`src/rtl/iomem_timer_pwm_if.sv`:
```
// -----------------------------------------------------------------------------
// iomem_timer_pwm_if
//   picosoc iomem bus bundle for the timer/PWM peripheral.
//
//   valid  master -> slave  request strobe
//   wstrb  master -> slave  byte write strobes, 0 = read
//   addr   master -> slave  byte address
//   wdata  master -> slave  write data
//   ready  slave -> master  one-cycle acknowledge
//   rdata  slave -> master  read data, valid while ready = 1, otherwise 0
// -----------------------------------------------------------------------------
interface iomem_timer_pwm_if;
  logic        valid;
  logic        ready;
  logic [3:0]  wstrb;
  logic [31:0] addr;
  logic [31:0] wdata;
  logic [31:0] rdata;

  modport master (output valid, wstrb, addr, wdata, input ready, rdata);
  modport slave  (input valid, wstrb, addr, wdata, output ready, rdata);
endinterface

```
`src/rtl/iomem_timer_pwm.sv`:
```
// -----------------------------------------------------------------------------
// iomem_timer_pwm
//   Memory-mapped down-counter with prescaler, auto-reload, level interrupt
//   and a PWM output compared against the live count.
//
//   Ports
//     clk      clock
//     resetn   synchronous, active-low reset
//     bus      iomem slave (valid/ready/wstrb/addr/wdata/rdata); ready and
//              rdata are 0 when this block is not answering, so the top level
//              can OR them with the other slaves
//     irq      level interrupt: STATUS.expired & CTRL.irq_en
//     pwm_out  CTRL.en & (COUNT < COMPARE)
//
//   Register map (addr[4:2])
//     0 CTRL     bit0 en, bit1 auto_reload, bit2 irq_en
//     1 RELOAD   32-bit reload value
//     2 COUNT    live count; a write loads the counter
//     3 COMPARE  32-bit PWM compare value
//     4 STATUS   bit0 expired, write 1 to clear
//     5..7       read 0, writes ignored, still acknowledged
// -----------------------------------------------------------------------------
module iomem_timer_pwm #(
  parameter logic [7:0]  BASE_PAGE = 8'h04,
  parameter int unsigned PRESCALE  = 1      // clk cycles per tick, 1..65536
) (
  input  logic                clk,
  input  logic                resetn,
  iomem_timer_pwm_if.slave    bus,
  output logic                irq,
  output logic                pwm_out
);

  localparam int unsigned PW = (PRESCALE > 1) ? $clog2(PRESCALE) : 1;
  localparam logic [PW-1:0] PRESC_LAST = PW'(PRESCALE - 1);

  localparam logic [2:0] REG_CTRL    = 3'd0;
  localparam logic [2:0] REG_RELOAD  = 3'd1;
  localparam logic [2:0] REG_COUNT   = 3'd2;
  localparam logic [2:0] REG_COMPARE = 3'd3;
  localparam logic [2:0] REG_STATUS  = 3'd4;

  typedef struct packed {
    logic irq_en;
    logic auto_reload;
    logic en;
  } ctrl_t;

  ctrl_t         ctrl_q,    ctrl_d;
  logic [31:0]   reload_q,  reload_d;
  logic [31:0]   count_q,   count_d;
  logic [31:0]   compare_q, compare_d;
  logic          expired_q, expired_d;
  logic [PW-1:0] presc_q,   presc_d;
  logic          ready_q,   ready_d;
  logic [31:0]   rdata_q,   rdata_d;

  logic          sel;
  logic          wr;
  logic [2:0]    reg_idx;
  logic [31:0]   rd_val;
  logic          tick;
  logic          count_wr;
  logic          expire;
  logic          w1c;

  // Only the page and word-index bits take part in decode.
  logic unused_addr_bits;
  assign unused_addr_bits = ^{bus.addr[23:5], bus.addr[1:0]};

  function automatic logic [31:0] merge_bytes(input logic [31:0] old_v,
                                              input logic [31:0] new_v,
                                              input logic [3:0]  strb);
    logic [31:0] r;
    r = old_v;
    for (int b = 0; b < 4; b++) begin
      if (strb[b]) r[8*b +: 8] = new_v[8*b +: 8];
    end
    return r;
  endfunction

  always_comb begin
    // NOTE: every signal assigned here gets a default first, so no path can
    // leave one unassigned and infer a latch.
    ctrl_d    = ctrl_q;
    reload_d  = reload_q;
    count_d   = count_q;
    compare_d = compare_q;
    expired_d = expired_q;
    presc_d   = presc_q;
    count_wr  = 1'b0;
    w1c       = 1'b0;
    expire    = 1'b0;
    rd_val    = '0;

    // Gating on !ready_q makes back-to-back requests answer every other cycle
    // and keeps one request from being acknowledged twice.
    sel     = bus.valid & ~ready_q & (bus.addr[31:24] == BASE_PAGE);
    wr      = sel & (|bus.wstrb);
    reg_idx = bus.addr[4:2];

    // Read mux: pre-write register values.
    case (reg_idx)
      REG_CTRL:    rd_val = {29'd0, ctrl_q};
      REG_RELOAD:  rd_val = reload_q;
      REG_COUNT:   rd_val = count_q;
      REG_COMPARE: rd_val = compare_q;
      REG_STATUS:  rd_val = {31'd0, expired_q};
      default:     rd_val = '0;
    endcase

    if (wr) begin
      case (reg_idx)
        REG_CTRL:    if (bus.wstrb[0]) ctrl_d = ctrl_t'(bus.wdata[2:0]);
        REG_RELOAD:  reload_d  = merge_bytes(reload_q, bus.wdata, bus.wstrb);
        REG_COUNT: begin
          count_d  = merge_bytes(count_q, bus.wdata, bus.wstrb);
          count_wr = 1'b1;
        end
        REG_COMPARE: compare_d = merge_bytes(compare_q, bus.wdata, bus.wstrb);
        REG_STATUS:  w1c = bus.wstrb[0] & bus.wdata[0];
        default: ;
      endcase
    end

    // The prescaler is held at 0 while disabled, so a 0->1 write of en always
    // starts a fresh prescale period.
    tick = ctrl_q.en & (presc_q == PRESC_LAST);
    if (!ctrl_q.en || tick) presc_d = '0;
    else                    presc_d = presc_q + PW'(1);

    // A bus write to COUNT takes priority over the tick entirely.
    if (tick && !count_wr) begin
      if (count_q != 32'd0) begin
        count_d = count_q - 32'd1;
      end else begin
        expire = 1'b1;
        if (ctrl_q.auto_reload) count_d   = reload_q;
        else                    ctrl_d.en = 1'b0;
      end
    end

    // Set beats clear when both land on the same edge.
    if (w1c)    expired_d = 1'b0;
    if (expire) expired_d = 1'b1;

    ready_d = sel;
    rdata_d = sel ? rd_val : '0;
  end

  // NOTE: the reset is sampled on the clock edge (synchronous), matching the
  // rest of the SoC, so it lives inside the clocked branch, not the sensitivity
  // list.
  always_ff @(posedge clk) begin
    if (!resetn) begin
      ctrl_q    <= '0;
      reload_q  <= '0;
      count_q   <= '0;
      compare_q <= '0;
      expired_q <= 1'b0;
      presc_q   <= '0;
      ready_q   <= 1'b0;
      rdata_q   <= '0;
    end else begin
      // NOTE: non-blocking assignments so every register samples the
      // pre-edge values computed above, independent of statement order.
      ctrl_q    <= ctrl_d;
      reload_q  <= reload_d;
      count_q   <= count_d;
      compare_q <= compare_d;
      expired_q <= expired_d;
      presc_q   <= presc_d;
      ready_q   <= ready_d;
      rdata_q   <= rdata_d;
    end
  end

  assign bus.ready = ready_q;
  assign bus.rdata = rdata_q;
  assign irq       = expired_q & ctrl_q.irq_en;
  assign pwm_out   = ctrl_q.en & (count_q < compare_q);

endmodule

```
`src/flat_wrapper.sv`:
```
// flat-port wrapper written by rule: the top's interface ports become plain ports
module iomem_timer_pwm_flat 
#(
  parameter logic [7:0]  BASE_PAGE = 8'h04,
  parameter int unsigned PRESCALE  = 1                                      
)
  (clk, resetn, irq, pwm_out, bus_valid, bus_wstrb, bus_addr, bus_wdata, bus_ready, bus_rdata);
  iomem_timer_pwm_if bus_i ();
  input  logic clk;
  input  logic resetn;
  output logic irq;
  output logic pwm_out;
  input wire logic [$bits(bus_i.valid)-1:0] bus_valid;
  input wire logic [$bits(bus_i.wstrb)-1:0] bus_wstrb;
  input wire logic [$bits(bus_i.addr)-1:0] bus_addr;
  input wire logic [$bits(bus_i.wdata)-1:0] bus_wdata;
  output wire logic [$bits(bus_i.ready)-1:0] bus_ready;
  output wire logic [$bits(bus_i.rdata)-1:0] bus_rdata;
  assign bus_i.valid = bus_valid;
  assign bus_i.wstrb = bus_wstrb;
  assign bus_i.addr = bus_addr;
  assign bus_i.wdata = bus_wdata;
  assign bus_ready = bus_i.ready;
  assign bus_rdata = bus_i.rdata;
  iomem_timer_pwm #(.BASE_PAGE(BASE_PAGE), .PRESCALE(PRESCALE)) u_core (.clk(clk), .resetn(resetn), .bus(bus_i), .irq(irq), .pwm_out(pwm_out));
endmodule
```
`config.mk`:
```
export PLATFORM = sky130hd
export DESIGN_NAME = iomem_timer_pwm_flat
export DESIGN_NICKNAME = d
export VERILOG_FILES = /design/src/rtl/iomem_timer_pwm_if.sv /design/src/rtl/iomem_timer_pwm.sv /design/src/flat_wrapper.sv
export SDC_FILE = /design/constraint.sdc
export NUM_CORES = 1
export LEC_CHECK = 0
export ABC_AREA = 0
export BUFFER_PORTS_ARGS = -buffer_cell sky130_fd_sc_hd__buf_2
export CORE_MARGIN = 2
export CORE_UTILIZATION = 40
export CTS_CLUSTER_SIZE = 10
export DETAILED_ROUTE_END_ITERATION = 7
export PLACE_DENSITY = 0.56
export SLEW_MARGIN = 20
export SYNTH_ARGS = -nofsm -noshare
export SYNTH_HDL_FRONTEND = slang
export SYNTH_SLANG_ARGS = --single-unit
```
`constraint.sdc`:
```
create_clock -name clk -period 5.76 [get_ports clk]
set_input_delay 0 -clock clk [delete_from_list [all_inputs] [get_ports clk]]
set_output_delay 0 -clock clk [all_outputs]
set_load 0.005 [all_outputs]
```
# [Word level (Yosys, flattened, before mapping)]
# Index checks and enable logic that the tools add are counted.
[op_classes] n_addsub=2 n_lt_le_gt_ge=1 n_eq_ne=5 n_mux=24 bitwise_logic=10 n_reduce_logical=19
[ops] operator="32-bit two-way mux" count=5
[ops] operator="32-bit case mux with 5 select lines" count=1
[ops] operator="32-bit less-than comparator" count=1
[ops] operator="8-bit two-way mux" count=4
[ops] operator="32-bit nonzero test" count=1
[ops] operator="32-bit by 1-bit subtractor with 32-bit output, second input constant" count=1
[ops] operator="3-bit AND reduction" count=9
[ops] operator="1-bit two-way mux" count=14
[ops] operator="8-bit by 3-bit equality test with 1-bit output, second input constant" count=1
[ops] operator="1-bit AND" count=7
[ops] operator="3-bit by 2-bit equality test with 1-bit output, second input constant" count=2
[ops] operator="4-bit OR reduction" count=1
[ops] operator="3-bit by 1-bit equality test with 1-bit output, second input constant" count=1
[ops] operator="3-bit equality test, second input constant" count=1
[ops] operator="3-bit zero test" count=1
[ops] operator="1-bit inverter" count=3
[ops] operator="1-bit zero test" count=2
[ops] operator="2-bit AND reduction" count=1
[ops] operator="2-bit nonzero test" count=1
[ops] operator="2-bit OR reduction" count=1
[ops] operator="1-bit adder, second input constant" count=1
[ops] operator="1-bit logical AND" count=1
[ops] operator="1-bit logical OR" count=1
[totals] reg_bits=134 input_bits=71 output_inout_bits=35 elab_cells=77

# [Longest topological paths before layout]
# Gate-level depths: netlist of run 1.
[depth] word_depth=9 ltp_mapped=9 depth_no_buf=8

# [Worst setup path before layout of run 1]
# OpenSTA, ideal clock, no wires.
[synth_path] path_kind="register to register" startpoint="reg u_core.count_q[0]" endpoint="reg u_core.count_q[23]" setup_ps=125 arrival_time_ps=2096 required_time_ps=5635 slack_ps=3539 path_stages_with_launch=10 path_buffers=1 synth_period_minus_slack_ps=2221 cell_sequence="dfxtp_1 -> inv_1 -> ha_1 -> nor4b_1 -> nand3_1 -> or4_4 -> o21ai_2 -> buf_4 -> and2_1 -> nor3_1"
[synth_between] elab_chain_cells=3 word_cells_on_any_way=4 cone_classes="1 x add/sub; 2 x mux; 1 x reduce/logical"
[synth_lines] item="from (decl)" line_no="iomem_timer_pwm.sv:51" rtl="logic [31:0] count_q, count_d;"
[synth_lines] item="from (signal assigned)" line_no="iomem_timer_pwm.sv:169" rtl="count_q <= count_d;"
[synth_lines] item="32-bit by 1-bit subtractor with 32-bit output / 32-bit nonzero test (equally long branches)" line_no="iomem_timer_pwm.sv:135, iomem_timer_pwm.sv:134"
[synth_lines] item="32-bit two-way mux (*)" line_no="iomem_timer_pwm.sv:134" rtl="if (count_q != 32'd0) begin"
[synth_lines] item="32-bit two-way mux (*)" line_no="iomem_timer_pwm.sv:133" rtl="if (tick && !count_wr) begin"
# Every way passes the cells marked *; elsewhere a longest branch is shown, timed or not.
# A chain may end at the register's enable or synchronous reset.

# [Final worst setup path of run 1]
[layout_path] startpoint="reg u_core.count_q[1]" endpoint="reg u_core.count_q[0]"
[layout_between] elab_chain_cells=3
[layout_lines] item="32-bit nonzero test" line_no="iomem_timer_pwm.sv:134"
[layout_lines] item="32-bit two-way mux" line_no="iomem_timer_pwm.sv:134"
[layout_lines] item="32-bit two-way mux" line_no="iomem_timer_pwm.sv:133"
# No other way between the ends.

==> impl_results.md, run 1 <==
- Seq cells post-synth: 134
- Critical path data required time: 6.11 ns
- Latest clock arrival within the worst-skew pair: 0.43 ns
- Clk sinks: 134
- CTS buffer count: 17
- Antenna-violating nets left: 0
- Non-filler cells, final: 1227
- Combinational family with the most area after synthesis: simple AND/OR/NAND/NOR gates
- Top cell type's share of synthesized area: 0.365
- Input/output buffers: 84
- Compound-Gate Fraction of Synth Area: 0.183
- Post-Synth Simple-Gate Area: 0.224
- Clock skew: 0.00871 ns
- Full die area: 19500 µm²
- Antenna violations before repair: 0
- DP Cell Count: 1158
- DRC viols: 0
- Top FF cell, synth: dfxtp_1
- Synth-to-Final Area Change: 20.5%
- Sequential share of the synthesized area: 0.365
- Worst endpoint data arrival time: 3.49 ns
- Post-CTS sizing: 0
- Syn Std Cell Area: 7350 µm²
- First-pass GRT wire length: 36.2 mm
- Mean post-synth cell area: 8.25 µm²
- Top-count cell post-synth: nand2_1
- Endpoints failing setup: 0
- Average routed wire per standard cell: 18.5 µm
- Vias in the first global route: 6633
- CTS tree: built
- Crit path time final: 3.13 ns
- Worst hold endpoint: u_core.compare_q[14]
- Slew Limit Fails: 0
- Die Ht: 140 µm
- Comb power frac: 0.046
- Vias post-DR: 6931
- Antenna fix cells: 0
- Hold Fails Final Rpt: 0
- Worst Hold Class: in2reg
- Post-synth net total: 995
- Setup WS pre-CTS: 2.49 ns
- Final nets: 1090
- CTS root buf: clkbuf_16
- Vias per cell: 5.65
- Multiplexer area fraction after synthesis: 0.0999
- Worst Tran Pin Value: 1.04 ns
- Clock power share: 0.513
- Min-delay src: bus_wstrb[1]
- Static Leak: 3.63 nW
- Reg-to-Reg Start: u_core.count_q[1]
- Dpl hpwl: 15.0 mm
- Setup crit end kind: register
- Crit-path cells: inv_1 > ha_1 > nor4b_1 > nand3_1 > or4_4 > o21ai_2 > nand2_2 > o22ai_1
- Drt first pass iters: 5
- Overall routing resource usage: 0.233
- Worst Path Buf+Inv: 1
- Pwr dens: 237 nW/µm²
- Top cells by area, synth: dfxtp_1, nand2_1, a21oi_1
- Post-Synth Adder-Cell Area: 0.0561
- Startpoint types: register
- Reg clk slew, reported paths: 0.06 ns
- Class of the most critical setup path: reg2reg
- Int Pwr: 0.00161 W
- Setup slack after layout: 2.63 ns
- Reg2Reg Setup Slack: 2.63 ns
- Sw Pwr: 0.000495 W
- Worst reg2reg path depth: 8
- EDFF count, synth: 0
- Reg-to-Reg End: u_core.count_q[0]
- Worst vdd ir: 0.000210 V
- Largest net degree at the start of global routing: 49
- Hold Path Depth: 3
- Slowest stage delay, CP: 0.57 ns
- Gpl congestion: 0.836
- Tot Pwr: 0.00210 W
- CP delay by family, top: simple AND/OR/NAND/NOR gates
- Core area: 18000 µm²
- Die X: 140 µm
- Initial core utilization: 0.408
- Congestion Overflow GR: 0
- Async SR Flop Fraction: 0
- Crit share post-route: 0.544
- Sw Share: 0.235
- Clock Path Buffers: 2
- Synth Area in XOR/XNOR: 0.0250
- Setup tns final: 0 ns
- Cells after Synth: 891
- Total of max-cap violations: 0
- Sequential power share: 0.441
- Commonest cells post-synth: nand2_1, dfxtp_1, a21oi_1
- Slew HR: 0.308
- Fmax: 0.319 GHz
- # rows: 49
- First DRT Iteration DRCs: 459
- Io pins: 106
- Run status: finished clean
- Ratio of cells with drive above 1 in the final layout: 0.186
- Max FO, Critical Path: 11
- Slowest CP cell: nor4b_1
- RSZ-0062 raised after global routing: no
- CTS HTree Levels: 4
- Post-synth top area cell: dfxtp_1
- Synth cell types: 62
- Routed WL: 22.7 mm
- Yosys warns: 0
==> tightest hold or removal path: stages <==
cell and delay, ns:
buf_2 0.22, nand3_1 0.13, a21oi_1 0.06
==> power groups by stage <==
stage | sequential (W) | combinational, W | clock, W
after global routing | 0.000927 | 0.000103 | 0.00114
after CTS | 0.000927 | 0.0000959 | 0.00109
after floorplan | 0.000948 | 0.0000338 | 0
after global placement | 0.000948 | 0.0000772 | 0
after detailed placement | 0.000948 | 0.0000769 | 0
final | 0.000927 | 0.0000965 | 0.00108
==> repair_timing <==
action	in CTS	in global routing
buffers inserted	0	0
endpoints found under the hold margin	90	0
hold buffers	38	0
==> per-layer routing <==
| layer | global-route usage | up-vias | part of all wire |
|---|---|---|---|
| met2 | 0.386 | 146 | 0.47 |
| met4 | 0.0726 | 0 | 0.017 |
| met5 | 0 | - | 0 |
| li1 | - | 3396 | - |
| met3 | 0.0382 | 33 | 0.037 |
| met1 | 0.314 | 3356 | 0.48 |
==> area by class of cell <==
cell class,instances,area [µm²]
multi-input combinational,668,4330
fill,1809,9160
inverter,36,136
sequential,134,2680
tap,229,287
timing repair buffer,129,853
clock inverter,13,133
clock buffer,18,439
==> cells by family (layout without fill, tap and decap cells) <==
logic type / Yosys count / after routing
muxes: 65 / 65
other: 1 / 1
DFF: 134 / 134
xor gates and xnor gates: 21 / 21
buffers and inverters: 89 / 196
and+or+nand+nor: 332 / 332
adders and majority gates: 33 / 33
AOI/OAI and AO/OA: 216 / 216
==> metrics by stage <==
step	hold WS [ns]	area [µm²]	utilization
2_1_floorplan	0.140	7350	-
3_3_place_gp	0.277	7910	0.439
3_5_place_dp	0.276	7910	0.439
4_1_cts	0.00264	8860	0.492
5_1_grt	0.00896	8860	0.492
6_report	0.0251	8860	0.492
==> registers in the layout (all words and copies together) (netlist names) <==
register          cells
u_core.ctrl_q         3
u_core.bus.ready      1
u_core.compare_q     32
u_core.expired_q      1
u_core.reload_q      32
u_core.count_q       32
u_core.presc_q        1
u_core.bus.rdata     32
==> cells in the final DEF, fill, tap and decap left out, types with 5 or more instances in the layout <==
cell / instances
ha_1: 33
buf_4: 7
nor4_1: 6
xnor2_1: 11
nand2_1: 135
inv_1: 35
nor2_1: 60
mux2_2: 37
buf_2: 84
xor2_1: 10
nand2b_1: 5
nand3_2: 5
o2bb2ai_1: 6
and2_1: 9
nor3_1: 17
a31oi_1: 16
mux2i_1: 25
clkinv_2: 6
o22ai_1: 9
a211oi_1: 16
a21oi_1: 86
o21ai_0: 29
and3_1: 6
dlygate4sd3_1: 38
nand4_1: 11
a22oi_1: 29
nand3_1: 44
clkbuf_16: 17
dfxtp_1: 134
==> worst max path at each step <==
| stage | endpoint | cells past startpoint | start | slack, ns |
|---|---|---|---|---|
| 2_1_floorplan | u_core.count_q[23] | 9 | u_core.count_q[0] | 3.54 |
| 3_3_place_gp | u_core.count_q[23] | 7 | bus_addr[3] | 2.52 |
| 3_5_place_dp | u_core.count_q[23] | 7 | bus_addr[3] | 2.49 |
| 4_1_cts | u_core.count_q[0] | 8 | u_core.count_q[0] | 2.62 |
| 5_1_grt | u_core.count_q[0] | 8 | u_core.count_q[1] | 2.45 |
| 6_report | u_core.count_q[0] | 8 | u_core.count_q[1] | 2.63 |
No activity file was read; power rests on OpenSTA's default activity.
==> inputs of run 2 (changes only) <==
--- a/config.mk
+++ b/config.mk
@@ -11,7 +11,7 @@
 export CORE_UTILIZATION = 40
 export CTS_CLUSTER_SIZE = 10
 export DETAILED_ROUTE_END_ITERATION = 7
-export PLACE_DENSITY = 0.56
+export PLACE_DENSITY = 0.58
 export SLEW_MARGIN = 20
 export SYNTH_ARGS = -nofsm -noshare
 export SYNTH_HDL_FRONTEND = slang
==> constraint.sdc (replaced) <==
create_clock -name clk -period 2.6 [get_ports clk]
set_input_delay 0 -clock clk [delete_from_list [all_inputs] [get_ports clk]]
set_output_delay 0 -clock clk [all_outputs]
set_load 0.005 [all_outputs]
==> run 2 against run 1 <==
Net effect:
- utilization increased by 2.5 points
- global-route usage decreased by 0.40 points
- via count increased by 1.6%
- final area increased by 5.0%
- clock power increased by 150%
- register-to-register slack got worse by 2.5 ns
- worst hold slack got worse by 0.0072 ns
- power increased by 130%
- sequential share of layout area decreased by 1.4 points
- die area unchanged
- combinational power increased by 120%
- critical path depth decreased by 2
- critical endpoint is now u_core.count_q[14]
- largest power group unchanged
==> impl_results.md, run 2 (synthesis gave the netlist of run 1 again) <==
- Die X: 140 µm
- Clock Path Buffers: 2
- Ratio of cells with drive above 1 in the final layout: 0.224
- Slowest CP cell: nor4b_1
- First DRT Iteration DRCs: 509
- Static Leak: 3.90 nW
- Total of max-cap violations: 0
- Final nets: 1133
- Hold Fails Final Rpt: 0
- Routed WL: 22.4 mm
- Gpl congestion: 0.877
- DP Cell Count: 1202
- Slowest stage delay, CP: 0.54 ns
- Full die area: 19500 µm²
- CTS HTree Levels: 4
- Clk sinks: 134
- Setup crit end kind: register
- Die Ht: 140 µm
- Vias per cell: 5.54
- Antenna fix cells: 0
- Class of the most critical setup path: reg2reg
- Post-CTS Setup Inserts: 0
- Vias post-DR: 7043
- Largest net degree at the start of global routing: 81
- Average routed wire per standard cell: 17.6 µm
- Antenna-violating nets left: 0
- Startpoint types: register
- Crit path time final: 2.50 ns
- Fmax: 0.401 GHz
- Non-filler cells, final: 1271
- Input/output buffers: 84
- Worst endpoint data arrival time: 2.78 ns
- Commonest non-fill, non-tap cell in the layout: nand2_1
- Worst Hold Class: in2reg
- Pwr dens: 531 nW/µm²
- Commonest non-fill, non-tap cells in the layout: nand2_1, dfxtp_1, a21oi_1
- Max FO, Critical Path: 8
- Setup WS pre-CTS: 0.130 ns
- Critical path data required time: 2.88 ns
- CTS buffer count: 17
- Initial core utilization: 0.408
- Latest clock arrival within the worst-skew pair: 0.43 ns
- Slew HR: 0.519
- Synth-to-Final Area Change: 26.5%
- Endpoints failing setup: 0
- CTS root buf: clkbuf_16
- Setup slack after layout: 0.104 ns
- Hold_ws: 0.0179 ns
- Clock skew: 0.0113 ns
- Vias in the first global route: 6765
- Drt first pass iters: 5
- Dpl hpwl: 15.5 mm
- # rows: 49
- Worst Tran Pin Value: 0.721 ns
- Slew Limit Fails: 0
- Setup tns final: 0 ns
- CTS tree: built
- Reg clk slew, reported paths: 0.06 ns
- Core area: 18000 µm²
- Crit share post-route: 0.960
- First-pass GRT wire length: 36.0 mm
- Worst vdd ir: 0.000542 V
- Overall routing resource usage: 0.229
- Run status: finished clean
- RSZ-0062 raised after global routing: no
- Crit-path cells: nor4b_1 > and4b_1 > nand3_2 > mux2_2 > o211ai_1 > a31oi_1
- Antenna violations before repair: 0
- Congestion Overflow GR: 0
- DRC viols: 0
- Io pins: 106
## run 2: final timing paths
path / startpoint / endpoint / slack, ns / cells past startpoint
min: resetn / u_core.count_q[31] / 0.02 / 3
max reg2reg: u_core.bus.ready / u_core.count_q[14] / 0.10 / 6
max: u_core.bus.ready / u_core.count_q[14] / 0.10 / 6
min reg2reg: u_core.compare_q[5] / u_core.compare_q[5] / 0.47 / 2
## run 2: report_power, final
part	total [W]	leakage, nW	internal [W]	switching [W]
Combinational	0.000216	2.51	0.0000882	0.000128
Clock	0.00267	0.313	0.00172	0.000943
Sequential	0.00205	1.08	0.00205	0.000000412
Total	0.00494	3.90	0.00387	0.00107
## run 2: worst max-delay path: cells and delay by family (launching register included)
kind | cells | cell delay [ns]
simple gates | 3 | 1.40
mux | 1 | 0.38
flops | 1 | 0.31
compound gates | 2 | 0.27
## run 2: timing repair
| item | 4_1_cts | 5_1_grt |
|---|---|---|
| endpoints found under the setup margin | 1 | 1 |
| pin swaps | 1 | 1 |
| hold endpoints to repair | 90 | 0 |
| hold buffers | 37 | 0 |
| resized for setup | 4 | 2 |
## run 2: metal layers
metal | global-route usage | wire [µm] | part of all wire
met5 | 0 | 0 | 0
met4 | 0.0705 | 395 | 0.018
met3 | 0.0409 | 836 | 0.037
met2 | 0.384 | 10600 | 0.47
met1 | 0.303 | 10600 | 0.47
## run 2: area by class of cell
| class | instances | area, µm² |
|---|---|---|
| Fill cell | 1748 | 8720 |
| Multi-Input combinational cell | 668 | 4350 |
| Sequential cell | 134 | 2680 |
| Timing Repair Buffer | 172 | 1210 |
| Clock buffer | 19 | 443 |
| Tap cell | 229 | 287 |
| Clock inverter | 13 | 203 |
| Inverter | 36 | 135 |
## run 2: per-stage QoR
stage / total power (W) / area (µm²) / utilization
3_3_place_gp: 0.00227 / 8280 / 0.459
6_report: 0.00494 / 9310 / 0.516
5_1_grt: 0.00507 / 9310 / 0.516
2_1_floorplan: 0.00217 / 7350 / -
4_1_cts: 0.00498 / 9300 / 0.516
3_5_place_dp: 0.00227 / 8280 / 0.459
==> inputs of run 3 (changes only) <==
==> constraint.sdc (replaced) <==
create_clock -name clk -period 2.6 [get_ports clk]
set_input_delay 0.52 -clock clk [delete_from_list [all_inputs] [get_ports clk]]
set_output_delay 0.52 -clock clk [all_outputs]
set_load 0.005 [all_outputs]
==> run 3 against run 2 <==
Net effect:
- the run now ends with setup timing left
- via count shrank 1.7%
- sequential power about the same
- global-route usage is 0.87 points higher
- critical path depth is 3 higher
- register-to-register slack better by 0.08 ns
- clock skew up 0.0011 ns
- worst hold slack better by 0.34 ns
- count of clock-buffer cells in the layout grew 3
- critical path type is now reg2out
- highest routed layer unchanged
==> impl_results.md, run 3 (synthesis gave the netlist of run 1 again) <==
- Run status: finished with violations
- Failing checks: setup timing
- Ratio of cells with drive above 1 in the final layout: 0.285
- Post-layout instance area: 9200 µm²
- Largest net degree at the start of global routing: 38
- CTS buffer count: 17
- Crit share post-route: 1.06
- Slew HR: 0.476
- Max FO, Critical Path: 3
- Setup slack after layout: -0.156 ns
- Dpl hpwl: 16.4 mm
- Gpl congestion: 0.898
- Worst vdd ir: 0.000457 V
- Clock skew: 0.0124 ns
- Crit-path cells: inv_1 > ha_4 > nand2_1 > nor2_1 > a211oi_2 > o21ai_2 > a211o_1 > a21oi_2 > buf_2
- CTS tree: built
- Die Ht: 140 µm
- Static Leak: 3.84 nW
- Pwr dens: 502 nW/µm²
- CTS HTree Levels: 4
- Drt first pass iters: 6
- Vias post-DR: 6924
- DP Area: 8430 µm²
- Slowest CP cell: dfxtp_1
- Slowest stage delay, CP: 0.35 ns
- Commonest non-fill, non-tap cell in the layout: nand2_1
- Worst Tran Pin Value: 0.784 ns
- Io pins: 106
- Setup crit end kind: primary output
- CTS root buf: clkbuf_16
- Crit path time final: 2.76 ns
- Latest clock arrival within the worst-skew pair: 0.43 ns
- Critical path data required time: 2.08 ns
- Min-delay src: bus_wdata[12]
- Startpoint types: register
- Core area: 18000 µm²
- Vias in the first global route: 6912
- Final nets: 1118
- Initial core utilization: 0.408
- Antenna violations before repair: 0
- Die X: 140 µm
- Input/output buffers: 84
- RSZ-0062 raised after global routing: yes
- Clock Path Buffers: 2
- Overall routing resource usage: 0.238
- Congestion Overflow GR: 0
- Setup WS pre-CTS: -0.106 ns
- DRC viols: 0
- Endpoints failing setup: 1
- Worst Hold Class: in2reg
- Antenna fix cells: 0
- First-pass GRT wire length: 36.9 mm
- Hold Fails Final Rpt: 0
- Crit path from: u_core.compare_q[11]
- Average routed wire per standard cell: 18.2 µm
- Full die area: 19500 µm²
- Synth-to-Final Area Change: 25.1%
- Vias per cell: 5.51
- Routed WL: 22.9 mm
- Worst endpoint data arrival time: 2.24 ns
- Total of max-cap violations: 0
- Class of the most critical setup path: reg2out
- Clk sinks: 134
- Fmax: 0.363 GHz
- # rows: 49
- First DRT Iteration DRCs: 538
- Commonest non-fill, non-tap cells in the layout: nand2_1, dfxtp_1, buf_2
- Slew Limit Fails: 0
- Antenna-violating nets left: 0
- Reg clk slew, reported paths: 0.06 ns
- Reg-to-Reg Start: u_core.count_q[1]
## run 3: cell count changes in the layout (fill, tap and decap cells not counted), moves of 5 or more
cell | previous run | this run
dlygate4sd3_1 | 37 | 0
buf_4 | 48 | 70
dfxtp_1 | 134 | 115
dfxtp_2 | 0 | 18
ha_1 | 33 | 27
clkinvlp_4 | 2 | 7
ha_4 | 0 | 5
## run 3: repair_timing
item | 4_1_cts | 5_1_grt
pin swaps | 18 | 0
buffers inserted | 1 | 0
gates resized for setup | 45 | 5
hold buffers | 0 | 0
hold endpoints to repair | 0 | 0
setup endpoints to repair | 1 | 13
## run 3: worst paths after layout
path / to / slack (ns) / cells after the start
hold reg to reg: u_core.compare_q[18] / 0.46 / 2
setup reg to reg: u_core.count_q[23] / 0.18 / 11
hold / removal: u_core.reload_q[12] / 0.36 / 3
setup / recovery: pwm_out / -0.16 / 9
## run 3: routing by layer
metal  track usage  part of all wire  up-vias
met5             0                 0        -
met4        0.0874             0.023        0
met3        0.0465             0.042       35
met2         0.393              0.47      172
met1         0.310              0.46     3265
li1              -                 -     3452
## run 3: layout make-up
type / instances / area, µm²
clock buffer: 22 / 494
clock inverter: 10 / 96.3
fill: 1777 / 8830
inverter: 36 / 135
multi-input combinational: 668 / 4470
sequential: 134 / 2710
tap: 229 / 287
timing repair buffer: 157 / 1010
## run 3: through the flow
| step | power, W | TNS (ns) | cells | util | hold WS [ns] |
|---|---|---|---|---|---|
| 2_1_floorplan | 0.00217 | 0 | 891 | - | 0.432 |
| 6_report | 0.00462 | -0.156 | 1256 | 0.510 | 0.361 |
| 3_5_place_dp | 0.00228 | -0.106 | 1223 | 0.468 | 0.456 |
| 4_1_cts | 0.00466 | -0.136 | 1256 | 0.509 | 0.351 |
| 3_3_place_gp | 0.00229 | -0.0738 | 1223 | 0.468 | 0.454 |
| 5_1_grt | 0.00475 | -0.249 | 1256 | 0.510 | 0.356 |
## run 3: report_power, final
group / internal, W / switching, W
clock: 0.00144 / 0.000940
sequential: 0.00205 / 0.000000291
combinational: 0.0000627 / 0.000124
## run 3: critical path, delay by kind of cell, from the launching register on
family	cells	cell delay [ns]
buffers and inverters	2	0.21
adders and majority gates	1	0.25
DFF	1	0.35
and+or+nand+nor	2	0.11
AOI/OAI and AO/OA	4	0.88
